## src/rtl/vga_pkg.sv

```systemverilog
// Shared VGA timing constants, framebuffer geometry and the CPU port state type.
package vga_pkg;

   localparam int H_TOTAL        = 800;
   localparam int V_TOTAL        = 525;
   localparam int H_ACTIVE       = 640;
   localparam int V_ACTIVE       = 480;
   localparam int H_ACTIVE_START = 144;
   localparam int V_ACTIVE_START = 35;

   // 320x240 framebuffer, four 3-bit pixels per 12-bit word
   localparam int FB_WORDS_PER_LINE = 80;
   localparam int FB_WORDS          = 19200;

   // ACCESS is the cycle the RAM carries the CPU request, ACK the cycle after
   typedef enum logic [1:0] {
      CPU_IDLE   = 2'd0,
      CPU_ACCESS = 2'd1,
      CPU_ACK    = 2'd2
   } cpu_state_t;

endpackage

```

## src/rtl/pixel_shifter.sv

```systemverilog
// Serialises a 12-bit framebuffer word into four 3-bit pixels, each held for
// two pixel clocks (the 2x horizontal scale).
module pixel_shifter (
   input  logic        clk,
   input  logic        rst_n,
   input  logic        load,
   input  logic [11:0] load_data,
   output logic [2:0]  pixel
);

   logic [11:0] shift_q;
   logic        second_q;   // current pixel has already been shown for one clock

   // The new word is visible in its own load cycle so pixel 0 is not delayed.
   assign pixel = load ? load_data[11:9] : shift_q[11:9];

   // Load a word, or advance to the next pixel after every second clock.
   always_ff @(posedge clk or negedge rst_n) begin
      // NOTE: clocked state uses non-blocking assignments so every register
      // samples pre-edge values, independent of statement order.
      if (!rst_n) begin
         shift_q  <= '0;
         second_q <= 1'b0;
      end else if (load) begin
         shift_q  <= load_data;
         second_q <= 1'b1;
      end else if (second_q) begin
         shift_q  <= {shift_q[8:0], 3'b000};
         second_q <= 1'b0;
      end else begin
         second_q <= 1'b1;
      end
   end

endmodule

```

## src/rtl/vram_arbiter.sv

```systemverilog
// Shares a single-port synchronous-read VRAM between display fetch (fixed
// priority) and a CPU port, and drives the registered RGB pixel outputs.
module vram_arbiter #(
   parameter int H_ACTIVE_START = vga_pkg::H_ACTIVE_START,
   parameter int V_ACTIVE_START = vga_pkg::V_ACTIVE_START,
   parameter int ADDR_W         = 15,
   parameter int DATA_W         = 12
) (
   input  logic              clk25175KHz,
   input  logic              reset,
   input  logic [9:0]        hcount,
   input  logic [9:0]        vcount,
   input  logic              cpu_req,
   input  logic              cpu_we,
   input  logic [ADDR_W-1:0] cpu_addr,
   input  logic [DATA_W-1:0] cpu_wdata,
   output logic              cpu_ack,
   output logic [DATA_W-1:0] cpu_rdata,
   output logic [ADDR_W-1:0] vram_addr,
   output logic              vram_we,
   output logic [DATA_W-1:0] vram_wdata,
   input  logic [DATA_W-1:0] vram_rdata,
   output logic              redOut,
   output logic              greenOut,
   output logic              blueOut
);

   import vga_pkg::*;

   localparam logic [9:0] H_FIRST    = 10'(H_ACTIVE_START);
   localparam logic [9:0] H_LAST     = 10'(H_ACTIVE_START + H_ACTIVE - 1);
   localparam logic [9:0] V_FIRST    = 10'(V_ACTIVE_START);
   localparam logic [9:0] V_LAST     = 10'(V_ACTIVE_START + V_ACTIVE - 1);
   // Fetch runs one word (8 clocks) ahead of the pixels it feeds
   localparam logic [9:0] SLOT_FIRST = 10'(H_ACTIVE_START - 8);
   localparam logic [9:0] SLOT_LAST  = 10'(H_ACTIVE_START + H_ACTIVE - 16);
   localparam logic [ADDR_W-1:0] FB_LIMIT = ADDR_W'(FB_WORDS);

   logic              h_active, v_active, active;
   logic              slot, load, grant, in_range;
   logic [2:0]        slot_phase, pix_phase;
   logic [6:0]        word_idx;
   logic [8:0]        line;
   logic [ADDR_W-1:0] disp_addr;
   cpu_state_t        state_q, cur_state, next_state;
   logic              rd_valid_q, slot_q;
   logic [DATA_W-1:0] hold_q;
   logic [2:0]        pixel, rgb_q;

   // Raster decode: all slots and load points are pure functions of the counts.
   assign h_active   = (hcount >= H_FIRST) && (hcount <= H_LAST);
   assign v_active   = (vcount >= V_FIRST) && (vcount <= V_LAST);
   assign active     = h_active && v_active;
   assign slot_phase = 3'(hcount - SLOT_FIRST);
   assign word_idx   = 7'((hcount - SLOT_FIRST) >> 3);
   assign slot       = v_active && (hcount >= SLOT_FIRST) && (hcount <= SLOT_LAST)
                       && (slot_phase == 3'd0);
   assign pix_phase  = 3'(hcount - H_FIRST);
   assign load       = active && (pix_phase == 3'd0);

   // Each framebuffer line is shown on two display lines; line*80 = (line<<6)+(line<<4).
   assign line      = 9'((vcount - V_FIRST) >> 1);
   assign disp_addr = ADDR_W'({line, 6'b0}) + ADDR_W'({line, 4'b0}) + ADDR_W'(word_idx);

   assign in_range = cpu_addr < FB_LIMIT;

   // CPU grant and RAM request mux; a grant makes this cycle the ACCESS cycle.
   always_comb begin
      // NOTE: every output gets a default first, so no path leaves one
      // unassigned and no latch is inferred.
      grant      = (state_q == CPU_IDLE) && cpu_req && !slot;
      cur_state  = grant ? CPU_ACCESS : state_q;
      next_state = CPU_IDLE;
      vram_addr  = '0;
      vram_we    = 1'b0;
      vram_wdata = '0;
      case (cur_state)
         CPU_ACCESS: next_state = CPU_ACK;
         CPU_ACK:    next_state = CPU_IDLE;
         default:    next_state = CPU_IDLE;
      endcase
      if (slot) begin
         vram_addr = disp_addr;
      end else if (cur_state == CPU_ACCESS && in_range) begin
         // Out-of-range accesses leave the RAM idle but are still acked
         vram_addr  = cpu_addr;
         vram_we    = cpu_we;
         vram_wdata = cpu_wdata;
      end
   end

   // CPU state register plus a flag telling the ACK cycle whether to pass read data.
   always_ff @(posedge clk25175KHz or negedge reset) begin
      if (!reset) begin
         state_q    <= CPU_IDLE;
         rd_valid_q <= 1'b0;
      end else begin
         state_q    <= next_state;
         rd_valid_q <= grant && !cpu_we && in_range;
      end
   end

   assign cpu_ack   = (state_q == CPU_ACK);
   assign cpu_rdata = (cpu_ack && rd_valid_q) ? vram_rdata : '0;

   // Capture the display word the cycle after its fetch slot.
   always_ff @(posedge clk25175KHz or negedge reset) begin
      if (!reset) begin
         slot_q <= 1'b0;
         hold_q <= '0;
      end else begin
         slot_q <= slot;
         if (slot_q) hold_q <= vram_rdata;
      end
   end

   pixel_shifter u_shifter (
      .clk       (clk25175KHz),
      .rst_n     (reset),
      .load      (load),
      .load_data (hold_q),
      .pixel     (pixel)
   );

   // Registered pixel, blanked outside the active area.
   always_ff @(posedge clk25175KHz or negedge reset) begin
      if (!reset) rgb_q <= 3'b000;
      else        rgb_q <= active ? pixel : 3'b000;
   end

   assign redOut   = rgb_q[2];
   assign greenOut = rgb_q[1];
   assign blueOut  = rgb_q[0];

endmodule

```

## config.mk

```make
export PLATFORM = sky130hd
export DESIGN_NAME = vram_arbiter
export DESIGN_NICKNAME = d
export VERILOG_FILES = /design/src/rtl/vga_pkg.sv /design/src/rtl/pixel_shifter.sv /design/src/rtl/vram_arbiter.sv
export SDC_FILE = /design/constraint.sdc
export NUM_CORES = 1
export LEC_CHECK = 0
export BUFFER_PORTS_ARGS = -buffer_cell sky130_fd_sc_hd__buf_2
export CAP_MARGIN = 20
export CELL_PAD_IN_SITES_DETAIL_PLACEMENT = 0
export CELL_PAD_IN_SITES_GLOBAL_PLACEMENT = 1
export CORE_UTILIZATION = 33
export CTS_BUF_LIST = sky130_fd_sc_hd__clkbuf_4
export DETAILED_ROUTE_END_ITERATION = 12
export MAX_ROUTING_LAYER = met4
export PLACE_DENSITY_LB_ADDON = 0.1
export SYNTH_ARGS = -nofsm -noshare
export SYNTH_HDL_FRONTEND = slang
export SYNTH_SLANG_ARGS = --single-unit
```

## constraint.sdc

```tcl
create_clock -name clk25175KHz -period 2.9 [get_ports clk25175KHz]
set_input_delay 0.29 -clock clk25175KHz [delete_from_list [all_inputs] [get_ports clk25175KHz]]
set_output_delay 0.29 -clock clk25175KHz [all_outputs]
set_load 0.005 [all_outputs]
```

After elaboration in Yosys (flattened, before gate mapping)
Cells that the tools add are included.
Cells by class
  add/subtract/negate cells: 5
  magnitude comparators: 7
  eq/ne operators: 2
  mux-type cells: 15
  reduce and logical (&&, ||, !) cells: 19
Operator list (number)
  $mux W12: 5
  $le A10 B10 Y1 const B: 3
  $mux W15: 2
  $ge A10 B8 Y1 const B: 2
  $add A15 B13 Y15: 1
  $add A15 B7 Y15: 1
  $lt A15 B15 Y1 const B: 1
  $logic_and A1 B1 Y1: 13
  $ge A10 B6 Y1 const B: 1
  $sub A10 B6 Y10 const B: 1
  $sub A10 B8 Y10 const B: 1
  $logic_not A3 Y1: 2
  $mux W3: 2
  $mux W1: 4
  $mux W2: 2
  $sub A3 B1 Y3 const B: 1
  $eq A2 B1 Y1 const B: 1
  $eq A2 B2 Y1 const B: 1
  $logic_not A1 Y1: 2
  $logic_not A2 Y1: 1
  $reduce_bool A2 Y1: 1
Storage, ports and cells
  flip-flop bits (word level): 32
  logic and storage cells: 55

Depth between registers and ports, before layout
Gate-level depths: netlist of the first run.
  depth after elaboration: 12
  depth in mapped cells: 13
  depth with buffers taken out: 13

By module
Synthesis of the first run repeated with hierarchy kept, for this count alone.
Unflattened totals
  cells, all modules: 261
  area, all modules: 2489.9 µm²
By module, submodules not included
  vram_arbiter: times used 1, cells an instance 200, area an instance 1871.8 µm²
  pixel_shifter: times used 1, cells an instance 61, area an instance 618.1 µm²

Worst setup path after synthesis of the first run
OpenSTA, ideal clock, no wires.
  kind: input -> output
  from: input vcount[0]
  to: output vram_addr[13]
  arrival time: 2.719 ns
  data required time: 2.610 ns
  setup slack: -0.109 ns
  stages on the path: 11
  buffers on the path: 0
  cell sequence: ha_1 -> o41ai_1 -> nand2_1 -> xnor2_1 -> ha_1 -> ha_1 -> or2_2 -> a21oi_1 -> a31oi_1 -> xor2_1 -> a22o_1
Between the ends
  word-level cells in the longest chain between the ends: 12
  elaborated cells between the ends (all ways): 16
  those cells by class: add/sub: 3; order compare: 2; eq/ne: 1; mux: 3; reduce/logical: 7
RTL lines
  from (decl): RTL line vram_arbiter.sv:12  | input logic [9:0] vcount,
  parallel branches: the longest is 11 deep, another holds $add A15 B13 Y15
  $mux W15 *: RTL line vram_arbiter.sv:82  | if (slot) begin
  to (decl): RTL line vram_arbiter.sv:19  | output logic [ADDR_W-1:0] vram_addr,
Mark *: on every way between the ends.

Worst setup path after layout of the first run
  from: input vcount[4]
  to: output vram_addr[13]
Same word-level chain as after synthesis.

==> results by group, run 1 <==
Min path
  • HP Class: primary input to register

Finish
  • Layout Nets: approximately 480
  • Commonest non-fill, non-tap cell in the layout: buf_2
  • Post-Layout Cell Count: roughly 500
  • Layout cells sized above 1: 0.6055
  • Most frequent cells in the layout: buf_2 (100), buf_4 (47), dfrtp_1 (31)
  • Syn-to-layout area delta: 56.45%
  • Ant. Diodes: 0

CTS
  • Clock root cell: clkbuf_4
  • Clock tree buffer depth: 2
  • CTS H-tree depth: 2
  • Clock Sinks: 31
  • Cts bufs inserted: 5
  • CTS tree: yes
  • Clock slew at reported path FFs: 90 ps
  • Clock Latency Late Sink: 340 ps

Power and ir drop
  • Pwr/cell area: between 400 and 500 nW/um2
  • Peak supply drop: around 0.00018 V
  • Static Leak: 2.044 nW

Synth
  • Post-synthesis sequential area ratio: 0.3075
  • Post-Syn Nets: 328
  • Post-synth EDFFs: 0
  • Mapped cell area: 2522 um2
  • Yosys synthesis warning count: 0
  • Register bit total from synthesis: 31
  • Mean cell area of the mapped netlist: ~10 um2
  • Asr flop ratio synth: 1.000
  • Cells after Synth: approximately 240
  • Unique cell type count in the Yosys netlist: 43
  • Main synth FF type: dfrtp_1

Drt
  • Drt pass-1 iters: 4
  • Antenna Nets Post-Route: 0
  • Via count: 2359
  • Vias/cell: ~4.7
  • Post-Route WL: ~6.7 mm
  • First DRT Iteration DRCs: 77
  • Mean routed wirelength per cell: 13.39 um
  • DR DRC count: 0

Timing
  • Hold Fails Final Rpt: 0
  • Fmax: approximately 320 MHz
  • Fin crit share: 1.062
  • Relative slew slack: 0.5498
  • Post-layout min period: slightly above 3000 ps
  • RSZ-0062 raised after global routing: yes
  • Clk_skew: 12.03 ps
  • Finish-stage setup viols: 6
  • Worst Tran Pin Value: 675.3 ps
  • Final Max Tran Viols: 0
  • Setup WS post-layout: -178.6 ps
  • Worst hold slack: 116.8 ps

Critical path
  • Max stage delay on crit path: roughly 400 ps
  • CP Class: primary input to primary output
  • Critical Path Slowest Stage Cell: or3_4
  • Critical Path Sink Type: primary output
  • CP required: between 2000 and 3000 ps
  • Crit-path max FO: 3
  • Worst Setup Start Kind: primary input
  • CP arrival: roughly 2800 ps
  • Critical path cell sequence: buf_6 > or3_4 > buf_4 > a211oi_1 > xor2_1 > ha_1 > ha_1 > a21oi_1 > a31oi_2 > xor2_1 > a22o_1 > buf_2

GRT
  • Vias in the first global route: about 2200
  • Gr ovfl total: 0
  • Tot GR Track Use: 0.1720
  • Initial antenna violation count: 0
  • Global-route wire length before repair: between 10 and 15 mm
  • Largest net degree at the start of global routing: 32

Floorplan
  • Core Rows: 31
  • Core area: 7331 um2
  • Io pins: between 100 and 150
  • Die ar.: 7998 um2
  • Chip Width: about 89 um
  • Initial Utilization: 0.3441
  • Die height: 89.43 um

Status
  • Outcome: finished, violations left
  • Failing checks: negative setup slack

Placement
  • Port bufs: approximately 110
  • Placed cells: 480
  • Dpl ws: -454.6 ps
  • Hpwl dp: a little over 5 mm
  • Gp weighted congestion: 0.8145

Flow run
  • Max-cap violations: 0
## report_power, final
part | switching (W) | internal [W] | total, W
clock | 0.000148 | 0.000177 | 0.000325
sequential | 0.0000628 | 0.000513 | 0.000576
combinational | 0.000334 | 0.000464 | 0.000798
total | 0.000545 | 0.00115 | 0.00170
## cell type report
class	instances	area, um2
clock buffers	5	37.54
clock inverters	3	38.79
fillers	692	3385
inverters	12	47.55
multi-input cells	190	1949
flip-flops and latches	31	775.7
well taps	99	123.9
repair buffers	157	973.4
## cells in the mapped netlist (all sizes together) (2+ instances only)
master   n  area share
a211oi   2      0.0060
a21o     2      0.0060
a21oi    8       0.016
a22o    18       0.062
and2    14       0.035
and3    14       0.035
buf      6       0.015
clkbuf   3      0.0045
dfrtp   31        0.31
fa       2       0.016
ha      21        0.10
inv     12       0.018
mux2    33        0.16
nand2    5      0.0074
nand2b   2      0.0050
nand3    2      0.0040
nand3b   3      0.0089
nor2     6      0.0089
nor2b   10       0.025
nor3     3      0.0079
o21ai    8       0.016
o31ai    3      0.0089
or3      3       0.011
xnor2    9       0.031
xor2    10       0.035
## critical path, delay by kind of cell
kind                       cells  cell delay [ps]
AOI/OAI and AO/OA              4              710
buffers and inverters          3              360
xor gates and xnor gates       2              400
and+or+nand+nor                1              390
adders and majority gates      2              620
## repair_timing
action / 4_1_cts / 5_1_grt
cloned: 0 / 0
hold buffers: 1 / 0
buffers inserted: 7 / 1
endpoints found under the hold margin: 24 / 0
endpoints found under the setup margin: 8 / 8
gates resized for setup: 42 / 23
pin swaps: 33 / 25
## metrics by stage
| stage | total power (W) | TNS (ps) | cell area (um2) | util |
|---|---|---|---|---|
| after detailed placement | 0.001227 | -2088 | 3468 | 0.4731 |
| after global routing | 0.001841 | -1552 | 3946 | 0.5383 |
| after CTS | 0.001654 | -1115 | 3815 | 0.5204 |
| after global placement | 0.001223 | -2010 | 3468 | 0.4731 |
| after floorplan | 0.0009574 | 0 | 2535 | - |
| final | 0.001700 | -587.3 | 3946 | 0.5383 |
## registers in the layout, indices dropped and copies added, names as in the netlist
signal,cells
hold_q,12
rd_valid_q,1
u_shifter.second_q,1
slot_q,1
u_shifter.shift_q,12
state_q,1
rgb_q,3
## layer usage
layer / part of all wire / track usage / vias up
li1: - / - / 1193
met1: 0.42 / 0.1924 / 1099
met2: 0.54 / 0.3060 / 60
met3: 0.031 / 0.03416 / 7
met4: 0.012 / 0.05628 / 0
met5: 0 / - / -
## path summary, 6_finish.rpt
| kind | startpoint | endpoint | slack [ps] | depth (start not counted) |
|---|---|---|---|---|
| max in group asynchronous | reset | state_q[1] | 1940 | 2 |
| hold / removal | cpu_we | rd_valid_q | 120 | 2 |
| hold reg to reg | u_shifter.shift_q[10] | rgb_q[1] | 510 | 1 |
| setup / recovery | vcount[4] | vram_addr[13] | -180 | 12 |
| min in group asynchronous | reset | hold_q[4] | 510 | 2 |
| setup reg to reg | u_shifter.second_q | u_shifter.shift_q[3] | 1490 | 2 |
## kinds of logic after synthesis
| group | Yosys count | share of synthesized area |
|---|---|---|
| AO/OA/AOI/OAI | 50 | 0.1508 |
| flip-flops | 31 | 0.3075 |
| XOR/XNOR | 19 | 0.06597 |
| buffers and inverters | 21 | 0.03720 |
| adder cells (fa/ha/maj) | 23 | 0.1200 |
| multiplexers | 33 | 0.1563 |
| AND/OR/NAND/NOR | 65 | 0.1622 |
(Power assumes the default switching activity.)
==> inputs of run 2 (changes only) <==
- ABC_AREA: unset -> 1
- CORE_MARGIN: unset -> 2
- CORE_UTILIZATION: 33 -> 32
==> run 2 against run 1 <==
  * Worst setup slack gained 200 ps
  * Core utilization shrank 6.2 points
  * Die area grew 22%
  * Clock skew shrank 5.8 ps
  * Area after synthesis grew 14%
  * Clock power shrank 29%
  * Largest cell class unchanged
  * The run ends with negative hold slack left
==> results by group, run 2 <==
GRT
  • Initial antenna violation count: 0 (unchanged)
  • Tot GR Track Use: 0.1660 (-0.005943)
  • Vias in the first global route: 2908 (+35%)
  • Gr ovfl total: 0 (unchanged)
  • Largest net degree at the start of global routing: 32 (unchanged)
  • Global-route wire length before repair: 13.12 mm (+30%)

Critical path
  • Critical Path Sink Type: primary output
  • CP required: 2610 ps (about the same)
  • Worst R2R Start: state_q[1]
  • CP arrival: 2580 ps (-210 ps)
  • Worst Setup Start Kind: primary input
  • CP Class: primary input to primary output
  • Crit-path max FO: 3 (unchanged)
  • Reg-to-reg endpoint: rd_valid_q
  • Reg2reg setup slack: 1590 ps (+100 ps)
  • R2R cell count: 4 (+2)

Synth
  • Most frequent cell after synthesis: nand2_1
  • Post-synth EDFFs: 0 (unchanged)
  • Unique cell type count in the Yosys netlist: 34 (-21%)
  • Post-Syn Nets: 499 (+52%)
  • Main synth FF type: dfrtp_1
  • Top post-synthesis cells by count: nand2_1 (89), inv_1 (61), nand3_1 (56)
  • Post-synthesis sequential area ratio: 0.2705 (-0.03703)
  • Mapped cell area: 2868 um2 (+14%)
  • Cells after Synth: 413 (+71%)
  • Post-synth top area share: 0.2705 (-0.03703)
  • Largest area contributor in the netlist: dfrtp_1
  • Asr flop ratio synth: 1.000 (unchanged)
  • Mean cell area of the mapped netlist: 6.944 um2 (-33%)
  • Synth top area cells: dfrtp_1 (27%), nand2_1 (12%), nand3_1 (9.8%), ha_1 (9.2%), inv_1 (8.0%)
  • Yosys synthesis warning count: 0 (unchanged)
  • Register bit total from synthesis: 31 (unchanged)

Power and ir drop
  • Peak supply drop: 0.0001252 V (-31%)
  • Static Leak: 2.306 nW (+13%)
  • Pwr/cell area: 391.1 nW/um2 (-9.2%)

Finish
  • Layout cells sized above 1: 0.4147 (-0.1908)
  • Commonest non-fill, non-tap cell in the layout: buf_2
  • Top flop regs: hold_q (12), u_shifter.shift_q (12), rgb_q (3)
  • Most frequent cells in the layout: buf_2 (102), nand2_1 (82), inv_1 (57)
  • Syn-to-layout area delta: 44.81%
  • Layout Nets: 643 (+33%)
  • Fill count: 920 (+33%)
  • Ant. Diodes: 0 (unchanged)

Timing
  • Setup TNS: 0 ps (+587.3 ps)
  • Worst hold slack: -11.96 ps (-128.7 ps)
  • Finish-stage setup viols: 0 (-6)
  • Final Max Tran Viols: 0 (unchanged)
  • Relative slew slack: 0.5443 (-0.005457)
  • Clk_skew: 6.266 ps (-5.764 ps)
  • RSZ-0062 raised after global routing: yes
  • Worst Tran Pin Value: 683.5 ps (+8.185 ps)
  • Fin crit share: 0.9913 (-0.07034)
  • Post-layout min period: 2875 ps (-204.0 ps)
  • Hold Fails Final Rpt: 18 (+18)
  • Fmax: 347.9 MHz (+7.1%)

Drt
  • Vias/cell: 4.558 (-4.0%)
  • First DRT Iteration DRCs: 97 (+26%)
  • Via count: 3031 (+28%)
  • Antenna Nets Post-Route: 0 (unchanged)
  • Mean routed wirelength per cell: 11.80 um (-12%)
  • Drt pass-1 iters: 4 (unchanged)
  • Post-Route WL: 7.847 mm (+18%)
  • DR DRC count: 0 (unchanged)

CTS
  • Clock Sinks: 31 (unchanged)
  • CTS H-tree depth: 2 (unchanged)
  • Clock slew at reported path FFs: 100 ps (about the same)
  • CTS tree: yes
  • Post-CTS Hold Fix Bufs: 0 (-1)
  • Clock Latency Late Sink: 330 ps (about the same)
  • Clock tree buffer depth: 2 (unchanged)
  • Clock root cell: clkbuf_4
  • Cts bufs inserted: 5 (unchanged)

Placement
  • Gp weighted congestion: 0.7937 (-2.6%)
  • Hpwl dp: 6.116 mm (+21%)
  • Port bufs: 106 (unchanged)

Floorplan
  • Io pins: 107 (unchanged)
  • Die height: 98.67 um (+10%)
  • Die ar.: 9735 um2 (+22%)
  • Core Rows: 34 (+9.7%)
  • Initial Utilization: 0.3288 (-0.01525)
  • Chip Width: 98.67 um (+10%)
  • Core area: 8721 um2 (+19%)

Status
  • Outcome: finished, violations left
  • Failing checks: negative hold slack

Min path
  • HP Class: primary input to asynchronous set/reset pin

Flow run
  • Max-cap violations: 0 (unchanged)
==> run 2: changes by cell type after synthesis, moves of 15 or more <==
cell | previous run | this run
nand3_1 | 2 | 56
nand2_1 | 5 | 89
nor2_1 | 6 | 46
inv_1 | 12 | 61
nand4_1 | 0 | 15
a22o_1 | 18 | 0
mux2_2 | 27 | 0
==> run 2: worst max path at each step <==
stage                          from            end  slack (ps)  depth (start not counted)
final                     hcount[3]  vram_addr[13]          30                         15
after global routing      hcount[3]  vram_addr[12]        -150                         17
after floorplan           hcount[3]  vram_addr[11]          40                         13
after CTS                 hcount[3]  vram_addr[14]         0.5                         18
after global placement    hcount[3]  vram_addr[11]        -250                         15
after detailed placement  hcount[4]  vram_addr[11]        -270                         15
==> run 2: per-stage QoR <==
step	total power [W]	std cells	utilization	instance area (um2)	worst slack, ps
finish	0.001624	665	0.4762	4153	25.36
global route	0.001772	665	0.4762	4153	-148.0
CTS	0.001540	662	0.4519	3941	0.5163
detailed placement	0.001250	653	0.4291	3742	-270.6
global placement	0.001248	653	0.4291	3742	-252.0
floorplan	0.0009664	413	-	2868	41.89
==> run 2: kinds of logic (layout without fill, tap and decap cells) <==
logic type / Yosys count / after routing / synth area share
and+or+nand+nor: 233 / 233 / 0.4014
buffers and inverters: 79 / 223 / 0.1178
AOI/OAI and AO/OA: 31 / 31 / 0.05585
DFF: 31 / 31 / 0.2705
adders and majority gates: 23 / 23 / 0.1056
xor gates and xnor gates: 16 / 16 / 0.04886
==> run 2: repair_timing <==
item / in CTS / in global routing
gates cloned: 0 / 0
resized for setup: 32 / 37
buffers inserted: 2 / 4
pin swaps: 25 / 35
endpoints found under the setup margin: 7 / 7
==> run 2: metal layers <==
metal / up-vias / wire, um / global-route usage
li1: 1600 / - / -
met1: 1329 / 4034 / 0.2455
met2: 92 / 3275 / 0.2360
met3: 10 / 451 / 0.03333
met4: 0 / 85 / 0.03267
met5: - / 0 / -
==> run 2: cell type report <==
class	instances	area, um2	share of cell area
multi-input combinational	303	2044	0.4923
timing repair buffer	151	897.1	0.2160
sequential	31	775.7	0.1868
inverter	65	254.0	0.06116
tap	108	135.1	0.03254
clock buffer	5	37.54	0.009039
clock inverter	2	8.758	0.002109
==> run 2: critical path, cell delays in order <==
cell and delay [ps]:
buf_8 100, inv_6 50, ha_4 140, nand3_4 70
a21oi_2 130, xnor2_1 150, fa_1 500, fa_2 420
o21ai_4 200, nand2_1 90, nand3_2 60, xor2_1 130
nand2_1 80, nand2_1 60, buf_2 100
==> run 2: where the power goes <==
part	switching [W]	leakage [nW]	total, W	internal, W
Combinational	0.000424	1.89	0.000823	0.000399
Clock	0.000144	0.0285	0.000230	0.0000857
Sequential	0.0000562	0.385	0.000571	0.000515
Total	0.000625	2.31	0.00162	0.000999
==> inputs of run 3 (changes only) <==
- CORE_ASPECT_RATIO: unset -> 1.4
- CORE_MARGIN: 2 -> unset
- clock period: 2.9 -> 2.3 ns (I/O delays scaled with it)
==> run 3 against run 2 <==
  * The run ends with negative setup slack left
  * Sequential power increased by 25%
  * Design area is 5.2% higher
  * Critical endpoint unchanged
  * Hold slack improved by 40 ps
  * Critical path depth stayed put
  * Core utilization increased by 2.8 points
==> results by group, run 3 (same netlist as run 2, synthesis figures left out) <==
Status
  • Outcome: finished, violations left
  • Failing checks: negative setup slack

Timing
  • Fin crit share: 1.210
  • Fmax: approximately 360 MHz
  • Setup WS post-layout: -482.5 ps (-507.9 ps)
  • Relative slew slack: 0.5050 (-0.03934)
  • Worst Tran Pin Value: 742.5 ps (+59.01 ps)
  • RSZ-0062 raised after global routing: yes
  • Finish-stage setup viols: 9 (+9)
  • Final Max Tran Viols: 0 (unchanged)
  • Hold Fails Final Rpt: 0 (-18)
  • Setup TNS: -3287 ps (-3287 ps)
  • Post-layout min period: around 2800 ps
  • Clk_skew: 7.750 ps (+1.485 ps)

Finish
  • Fill count: 895 (-2.7%)
  • Layout cells sized above 1: 0.4278 (+0.01310)
  • Core Util, Final: 0.5046 (+0.02844)
  • Top flop regs: hold_q (12), u_shifter.shift_q (12), rgb_q (3)
  • Sequential Area: 775.7 um2 (unchanged)
  • Ant. Diodes: 0 (unchanged)
  • Layout Nets: 660 (+2.6%)
  • Most frequent cells in the layout: buf_2 (102), nand2_1 (82), inv_1 (57), buf_4 (57), nand3_1 (51)
  • Syn-to-layout area delta: 52.36%
  • Area of the multi-input gates: 2021 um2 (-1.2%)
  • Commonest non-fill, non-tap cell in the layout: buf_2

Placement
  • Port bufs: 106 (unchanged)
  • Gp weighted congestion: 0.8416 (+6.0%)
  • Hpwl dp: 6.734 mm (+10%)
  • Dpl ws: -571.3 ps (-300.7 ps)

CTS
  • CTS H-tree depth: 2 (unchanged)
  • Clock Sinks: 31 (unchanged)
  • Clock tree buffer depth: 2 (unchanged)
  • Cts bufs inserted: 5 (unchanged)
  • Clock Latency Late Sink: 350 ps (+20 ps)
  • Clock slew at reported path FFs: 110 ps (about the same)
  • CTS tree: yes
  • Clock root cell: clkbuf_4

Floorplan
  • Chip Width: 82.01 um (-17%)
  • Core Rows: 40 (+18%)
  • Initial Utilization: 0.3312 (+0.002376)
  • Core area: 8658 um2 (-0.72%)
  • Die height: 114.0 um (+16%)
  • Die ar.: 9349 um2 (-4.0%)
  • Io pins: 107 (unchanged)

Min path
  • Hold path cells: 2
  • Min-delay src: cpu_we
  • HP Class: primary input to register
  • Min-Delay Endpoint: rd_valid_q

GRT
  • Gr ovfl total: 0 (unchanged)
  • Tot GR Track Use: 0.1889 (+0.02290)
  • Global-route wire length before repair: 13.29 mm (+1.3%)
  • Vias in the first global route: 2954 (+1.6%)
  • Initial antenna violation count: 0 (unchanged)
  • Largest net degree at the start of global routing: 32 (unchanged)

Power and ir drop
  • Peak supply drop: 0.0005580 V (+350%)
  • Static Leak: 2.437 nW (+5.7%)
  • Pwr/cell area: 528.6 nW/um2 (+35%)

Drt
  • Via count: 3147 (+3.8%)
  • Vias/cell: 4.628 (+1.5%)
  • Antenna Nets Post-Route: 0 (unchanged)
  • Post-Route WL: 8.399 mm (+7.0%)
  • Drt pass-1 iters: 4 (unchanged)
  • DR DRC count: 0 (unchanged)
  • Mean routed wirelength per cell: 12.35 um (+4.7%)
  • First DRT Iteration DRCs: 98 (+1.0%)

Critical path
  • Worst R2R Start: u_shifter.second_q
  • Critical Path Sink Type: primary output
  • Reg2reg setup slack: 1080 ps (-510 ps)
  • Reg-to-reg endpoint: u_shifter.shift_q[11]
  • Worst Setup Start Kind: primary input
  • R2R cell count: 3 (-1)
  • CP Class: primary input to primary output
  • Crit-path max FO: 3 (unchanged)
  • CP required: 2070 ps (-540 ps)
  • CP arrival: 2550 ps (-30 ps)

Flow run
  • Max-cap violations: 0 (unchanged)
-- run 3: repair_timing --
action,CTS,global route
setup endpoints to repair,9,9
hold buffers,1,0
pin swaps,20,23
buffers inserted,2,5
endpoints found under the hold margin,31,0
gates resized for setup,18,38
-- run 3: critical path: stages --
cell	delay, ps
buf_12	110
inv_12	40
ha_4	140
nand3_4	70
a21oi_4	170
xnor2_2	130
fa_2	480
fa_2	410
o21ai_4	190
nand2_2	70
nand3_2	60
xor2_1	180
nand2_1	80
nand2_1	60
buf_2	110
-- run 3: area by class of cell --
type                       count  share of cell area
clock inverter                 3             0.01546
clock buffer                   5            0.008591
sequential                    31              0.1775
timing repair buffer         168              0.2437
tap                          105             0.03007
inverter                      65             0.06214
multi-input combinational    303              0.4625
-- run 3: per-stage QoR --
| step | std cells | hold slack (ps) | power [W] | instance area (um2) |
|---|---|---|---|---|
| 4_1_cts | 676 | 23.02 | 0.002228 | 4170 |
| 3_5_place_dp | 665 | 307.3 | 0.001641 | 3960 |
| 3_3_place_gp | 665 | 309.4 | 0.001632 | 3960 |
| 5_1_grt | 680 | 21.78 | 0.002477 | 4369 |
| 6_report | 680 | 28.15 | 0.002310 | 4369 |
| 2_1_floorplan | 413 | -65.59 | 0.001253 | 2964 |
-- run 3: power breakdown --
| group | internal (W) | switching (W) |
|---|---|---|
| Clock | 0.000338 | 0.000211 |
| Combinational | 0.000510 | 0.000537 |
| Sequential | 0.000649 | 0.0000654 |
-- run 3: how the worst max path moves through the flow --
| stage | slack, ps | endpoint | startpoint | cells after the start |
|---|---|---|---|---|
| 2_1_floorplan | -70 | vram_addr[11] | hcount[4] | 13 |
| 3_3_place_gp | -540 | vram_addr[13] | hcount[4] | 15 |
| 3_5_place_dp | -570 | vram_addr[13] | hcount[4] | 15 |
| 4_1_cts | -500 | vram_addr[13] | hcount[3] | 15 |
| 5_1_grt | -590 | vram_addr[13] | hcount[4] | 15 |
| 6_report | -480 | vram_addr[13] | hcount[4] | 15 |
-- run 3: layer usage --
metal	track usage	up-vias	wire (um)
met3	0.01760	8	219
met5	-	-	0
met1	0.2011	1452	3217
li1	-	1631	-
met4	0.05263	0	114
met2	0.3576	56	4847
